File: src/rtl/instr_sequencer.sv
// Program-issue front end for the 4-bit cpu: loadable program memory, PC, issue and result capture.
// Optional SEQ_SINGLE_STEP_EN adds a Step input gating each issue.
module instr_sequencer #(
  parameter int DEPTH = 16,
  parameter int AW    = 4,
  parameter int IW    = 9,
  parameter int DW    = 4
) (
  input  logic          CLK,
  input  logic          RST,
  input  logic          LoadEn,
  input  logic [AW-1:0] LoadAddr,
  input  logic [IW-1:0] LoadInstr,
  input  logic [AW:0]   ProgLen,
  input  logic          Start,
`ifdef SEQ_SINGLE_STEP_EN
  input  logic          Step,
`endif
  output logic [IW-1:0] Instruction,
  output logic          IssueValid,
  output logic [AW-1:0] PC,
  input  logic [DW-1:0] WriteData,
  output logic [DW-1:0] ResultOut,
  output logic          ResultValid,
  output logic          Busy,
  output logic          Done
);

  localparam logic [IW-1:0] NOP  = IW'(9'b101_0000_00);
  localparam logic [AW:0]   FULL = (AW+1)'(DEPTH);

  typedef enum logic [1:0] {
    IDLE = 2'd0,
    RUN  = 2'd1,
    DONE = 2'd2
  } state_t;

  state_t        state, state_n;
  logic [AW-1:0] pc_n;
  logic [AW:0]   len_q, len_n, len_sat;
  logic [IW-1:0] ins_n, cur;
  logic          iv_n;
  logic          go, halt_op, last;

  logic [IW-1:0] mem [DEPTH];

  // Program memory survives reset; loads only outside a run.
  always_ff @(posedge CLK) begin
    if (LoadEn && state != RUN)
      mem[LoadAddr] <= LoadInstr;
  end

`ifdef SEQ_SINGLE_STEP_EN
  assign go = Step;
`else
  assign go = 1'b1;
`endif

  assign cur     = mem[PC];
  assign halt_op = (cur[IW-1 -: 2] == 2'b11);
  assign len_sat = (ProgLen > FULL) ? FULL : ProgLen;
  assign last    = ({1'b0, PC} == len_q - 1'b1);

  always_comb begin
    state_n = state;
    pc_n    = PC;
    len_n   = len_q;
    ins_n   = NOP;
    iv_n    = 1'b0;
    unique case (state)
      IDLE, DONE: begin
        if (Start) begin
          pc_n    = '0;
          len_n   = len_sat;
          state_n = (len_sat == '0) ? DONE : RUN;
        end
      end
      RUN: begin
        if (go) begin
          if (halt_op) begin
            state_n = DONE;
          end else begin
            ins_n = cur;
            iv_n  = 1'b1;
            pc_n  = PC + 1'b1;
            if (last)
              state_n = DONE;
          end
        end
      end
      default: state_n = IDLE;
    endcase
  end

  always_ff @(posedge CLK) begin
    if (RST) begin
      state       <= IDLE;
      PC          <= '0;
      len_q       <= '0;
      Instruction <= NOP;
      IssueValid  <= 1'b0;
      ResultOut   <= '0;
      ResultValid <= 1'b0;
    end else begin
      state       <= state_n;
      PC          <= pc_n;
      len_q       <= len_n;
      Instruction <= ins_n;
      IssueValid  <= iv_n;
      ResultValid <= IssueValid;
      if (IssueValid)
        ResultOut <= WriteData;
    end
  end

  assign Busy = (state == RUN);
  assign Done = (state == DONE);

endmodule
File: config.mk
export PLATFORM = sky130hd
export DESIGN_NAME = instr_sequencer
export DESIGN_NICKNAME = d
export VERILOG_FILES = /design/src/rtl/instr_sequencer.sv
export SDC_FILE = /design/constraint.sdc
export NUM_CORES = 1
export LEC_CHECK = 0
export BUFFER_PORTS_ARGS = -buffer_cell sky130_fd_sc_hd__buf_2
export CAP_MARGIN = 10
export CORE_ASPECT_RATIO = 1.75
export CORE_MARGIN = 2
export CORE_UTILIZATION = 54
export CTS_BUF_LIST = sky130_fd_sc_hd__clkbuf_16
export CTS_CLUSTER_DIAMETER = 80
export CTS_CLUSTER_SIZE = 24
export DETAILED_ROUTE_END_ITERATION = 8
export PLACE_DENSITY = 0.72
export SYNTH_ARGS = -nofsm -noshare
export SYNTH_HDL_FRONTEND = slang
export SYNTH_SLANG_ARGS = --single-unit
File: constraint.sdc
create_clock -name CLK -period 2.44 [get_ports CLK]
set_input_delay 0.488 -clock CLK [delete_from_list [all_inputs] [get_ports CLK]]
set_output_delay 0.488 -clock CLK [all_outputs]
set_load 0.02 [all_outputs]
# ---- After elaboration in Yosys (flattened, before gate mapping)
# Memory sizes are Yosys's and may differ from the RTL's. A register that Yosys moved wholly into a read port is not among the register bits.
# Index checks and enable logic that the tools add are counted.
dict set report totals {
  regBits 26
  mem_bits_rw 144
  inputBits 26
  output_inout_bits 21
  memories 1
}
dict set report classes {
  addsub 2
  order_cmp 1
  n_eq_ne 8
  muxes 14
  bitwise_logic 1
  reduce_logical 10
}
# name words width read_ports rd_ports_with_merged_regs write_ports line_no
set mem_list {}
lappend mem_list {mem 16 9 1 1 1 45} ;# logic [IW-1:0] mem [DEPTH];
# operator count
set op_table {}
lappend op_table {{two-way mux 4 bit} 4}
lappend op_table {{two-way mux 2 bit} 4}
lappend op_table {{case mux 4 bit (2 select lines)} 1}
lappend op_table {{== test 4 x 5 -> 1 bit} 1}
lappend op_table {{greater-than comparator 5 bit, second input constant} 1}
lappend op_table {{zero test 5 bit} 1}
lappend op_table {{two-way mux 5 bit} 1}
lappend op_table {{subtractor 5 x 1 -> 5 bit, second input constant} 1}
lappend op_table {{adder 4 x 1 -> 4 bit, second input constant} 1}
lappend op_table {{== test 2 bit, second input constant} 2}
lappend op_table {{!= test 2 bit, second input constant} 2}
lappend op_table {{case mux 2 bit (2 select lines)} 1}
lappend op_table {{AND reduction 2 bit} 2}
lappend op_table {{OR reduction 2 bit} 2}
lappend op_table {{two-way mux 1 bit} 3}
lappend op_table {{!= test 3 x 1 -> 1 bit, second input constant} 1}
lappend op_table {{AND reduction 3 bit} 1}
lappend op_table {{OR reduction 3 bit} 1}
lappend op_table {{== test 2 x 1 -> 1 bit, second input constant} 1}
lappend op_table {{zero test 2 bit} 1}
lappend op_table {{!= test 2 x 1 -> 1 bit, second input constant} 1}
lappend op_table {{nonzero test 2 bit} 1}
lappend op_table {{logical AND 1 bit} 1}
lappend op_table {{NOT 1 bit} 1}

# ---- Depth between registers and ports, before layout
dict set report logic_depth {
  ltp_word 6
  depth_mapped 8
  ltp_nobuf 7
}

# ---- Least setup slack after synthesis
# Ideal clock, no wire load.
dict set report synth_path {
  path_kind {register to register}
  from {register state[1]}
  to {memory mem[0][0] (enable)}
  setup_time_ns 0.387
  t_arrival_ns 2.194
  t_required_ns 2.053
  path_slack_ns -0.141
  path_stages_with_launch 6
  n_path_buf 1
  path_cell_list {dfxtp_1 nand2b_1 clkbuf_1 inv_1 or4b_2 nor3_1}
}
dict set report synth_between {
  elab_chain_len 4
}
# element line_no
set synth_rtl {}
lappend synth_rtl {{start, declared} 38} ;# state_t state, state_n;
lappend synth_rtl {{start signal, assigned} 105} ;# state <= state_n;
lappend synth_rtl {{!= test 2 x 1 -> 1 bit} 49} ;# if (LoadEn && state != RUN)
lappend synth_rtl {{logical AND 1 bit} 49}
lappend synth_rtl {{two-way mux 1 bit} 49}
lappend synth_rtl {{two-way mux 1 bit (implied by the code)} 50} ;# mem[LoadAddr] <= LoadInstr;
lappend synth_rtl {{end, declared} 45}
# No other way between the ends.

==> impl_metrics.tcl <==
set metrics [dict create \
    power_frac_comb 0.057 \
    grt_pass1_vias 3712 \
    yosysMostFrequentCell "edfxtp_1" \
    drc_errors 0 \
    tightestPinTransition_ps 550 \
    finalCritPeriodShare 0.937 \
    end_kind "register" \
    critPathRequiredTime_ps 2760 \
    nets 461 \
    fp.dieW_um 88.9 \
    track_usage 0.218 \
    die-area_sq_mm 0.0136 \
    cts_tree "built" \
    fin_crit_ps 2290 \
    max_freq_mhz 438 \
    max-clock-path-buffers 2 \
    grt_max_degree 28 \
    multi_input_area_sq_mm 0.00176 \
    cts_resized 0 \
    worst-r2r-cell-count 4 \
    fillers 845 \
    htree_levels 4 \
    maxCapViolCount 0 \
    portBuffers 46 \
    tns_ps 0 \
    seqPwrFrac 0.517 \
    netlist_area_sq_mm 0.00682 \
    ir_worst_vdd_v 0.000509 \
    synth.area.top_cells "edfxtp_1 (63%), mux4_2 (8.9%), dfxtp_1 (8.8%)" \
    synth-edff-count 144 \
    clockRootBuffer "clkbuf_16" \
    power_switching_mw 1.40 \
    post_cts_buffers 0 \
    crit_fanout 20 \
    synth_area_leader_cell "edfxtp_1" \
    finalWirelength_mm 13.6 \
    yosysTopAreaCellShare 0.634 \
    arrival_ps 2610 \
    postRouteAntennaNets 0 \
    drt_iter0_markers 356 \
    critPathLaunchType "register" \
    async_reset_ff_frac 0 \
    synthDistinctLibCells 48 \
    dpl.hpwl_mm 8.96 \
    p_leak_nw 2.72 \
    syn-num-nets 382 \
    worstHoldPathType "input port to register" \
    relSlewSlack 0.632 \
    regArea_sq_mm 0.00493 \
    synth.ff_latch_count 174 \
    coreArea_sq_mm 0.0124 \
    die_y_um 153 \
    place_area_sq_mm 0.00738 \
    wl_per_cell_um 22.2 \
    critPathKind "register to register" \
    clock_latency_ps 430 \
    cts_buffers 17 \
    synth_common_cells "edfxtp_1 (144), dfxtp_1 (30), mux4_2 (27)" \
    syn_inst 354 \
    path_clk_slew_ps 70 \
    firstDrtPassIters 4 \
    grt_pass1_wl_mm 20.6 \
    outcome "complete, no violations" \
    vias 3545 \
    cellInternalPower_mw 4.97 \
    postSynthAreaPerCell_sq_um 19.3 \
    p_clk_frac 0.427 \
    switching_share 0.220 \
    hold_violations 0 \
    syn_to_final_growth_pct 17.1 \
    io_pins 47 \
    vias_per_cell 5.77 \
    drive_above_1_share 0.321 \
    antenna_found_initial 0 \
    ys_seq_area_frac 0.722 \
    powerDensity_mw_per_mm2 798 \
    drv_slew 0 \
    setup_viol 0 \
    holdPathStages 3 \
    hold_buffers 0 \
    start_util 0.551 \
    rows 54 \
    grt-ovfl-total 0 \
    diodes 0 \
    rsz0062_at_grt "no" \
    ys_warn_count 0 \
    gp_congestion 0.818 \
    synth-main-ff-cell "edfxtp_1" \
    cts.sinks 174 \
    fin_area_sq_mm 0.00798 \
    skew_ps 8.70 \
]
[worst paths after layout]
| kind | startpoint | endpoint | slack, ps |
|---|---|---|---|
| worst max-delay path | register | Instruction[5]$_SDFF_PP0_ | 150 |
| worst min-delay path | WriteData[1] | ResultOut[1]$_SDFFE_PP0P_ | 300 |
| worst max register to register | register | Instruction[5]$_SDFF_PP0_ | 150 |
| worst min register to register | ResultOut[1]$_SDFFE_PP0P_ | ResultOut[1]$_SDFFE_PP0P_ | 490 |
[worst max-delay path, stage by stage, from the launching register on]
cell and delay [ps]:
dfxtp_2 490, buf_4 420, mux4_2 600, mux4_2 470
and2_1 170
[registers in the layout, summed over array words and instances, names as in the netlist, named ones only]
signal	count
ResultValid	1
mem	144
PC	4
len_q	5
IssueValid	1
state	2
ResultOut	4
Instruction	9
[cell families (layout without fill, tap and decap cells)]
kind of cell / count (synthesis) / after routing / synth area share
DFF: 174 / 174 / 0.722
and+or+nand+nor: 82 / 82 / 0.0657
muxes: 49 / 49 / 0.160
AOI/OAI and AO/OA: 23 / 23 / 0.0244
buffers and inverters: 21 / 113 / 0.0200
xor gates and xnor gates: 3 / 3 / 0.00386
adders and majority gates: 2 / 2 / 0.00367
[power by group through the flow]
stage               Clock [mW]  Combinational (mW)  Sequential [mW]
finish                    2.72               0.362             3.29
global route              2.89               0.390             3.30
CTS                       2.77               0.365             3.29
detailed placement           0               0.363             3.36
global placement             0               0.353             3.36
floorplan                    0               0.232             3.36
[per-stage QoR]
stage	setup slack [ps]	hold slack (ps)	total power, mW	instances	util
floorplan	94.0	445	3.59	354	-
global placement	190	467	3.71	582	0.597
detailed placement	151	485	3.72	582	0.597
CTS	130	291	6.42	614	0.646
global route	61.2	306	6.57	614	0.646
finish	154	296	6.37	614	0.646
[layer usage]
layer | GRT usage | share of wire
met4 | 0.115 | 0.030
met2 | 0.358 | 0.54
met3 | 0.0460 | 0.061
met5 | 0 | 0
met1 | 0.267 | 0.36
[layout make-up]
| cell class | instances | share of cell area |
|---|---|---|
| Clock inverter | 15 | 0.0218 |
| Timing Repair Buffer | 76 | 0.0586 |
| Sequential cell | 174 | 0.617 |
| Inverter | 5 | 0.00251 |
| Tap cell | 168 | 0.0263 |
| Clock buffer | 17 | 0.0533 |
| Multi-Input combinational cell | 159 | 0.220 |
[cells in the final DEF, fill, tap and decap left out, types with 2 or more instances in the layout]
cell,netlist,routed
o211ai_1,3,3
xnor2_1,2,2
nor2_1,22,22
nand3_1,5,5
mux4_1,16,16
nand4b_1,2,2
ha_1,2,2
nor2b_1,8,8
or4_1,2,2
mux4_2,27,27
buf_2,1,46
buf_4,1,29
inv_1,4,4
dfxtp_1,30,29
edfxtp_1,144,144
nand3b_1,6,6
a21oi_1,9,9
inv_8,0,3
clkinv_4,0,2
nand4_1,3,3
inv_6,0,5
clkbuf_16,0,17
mux2i_1,5,5
clkinvlp_4,0,2
bufinv_16,0,2
nand2b_1,6,6
and2_1,6,6
nor3b_1,3,3
nor3_1,6,5
nand2_1,9,9
No activity file was read; power rests on OpenSTA's default activity.
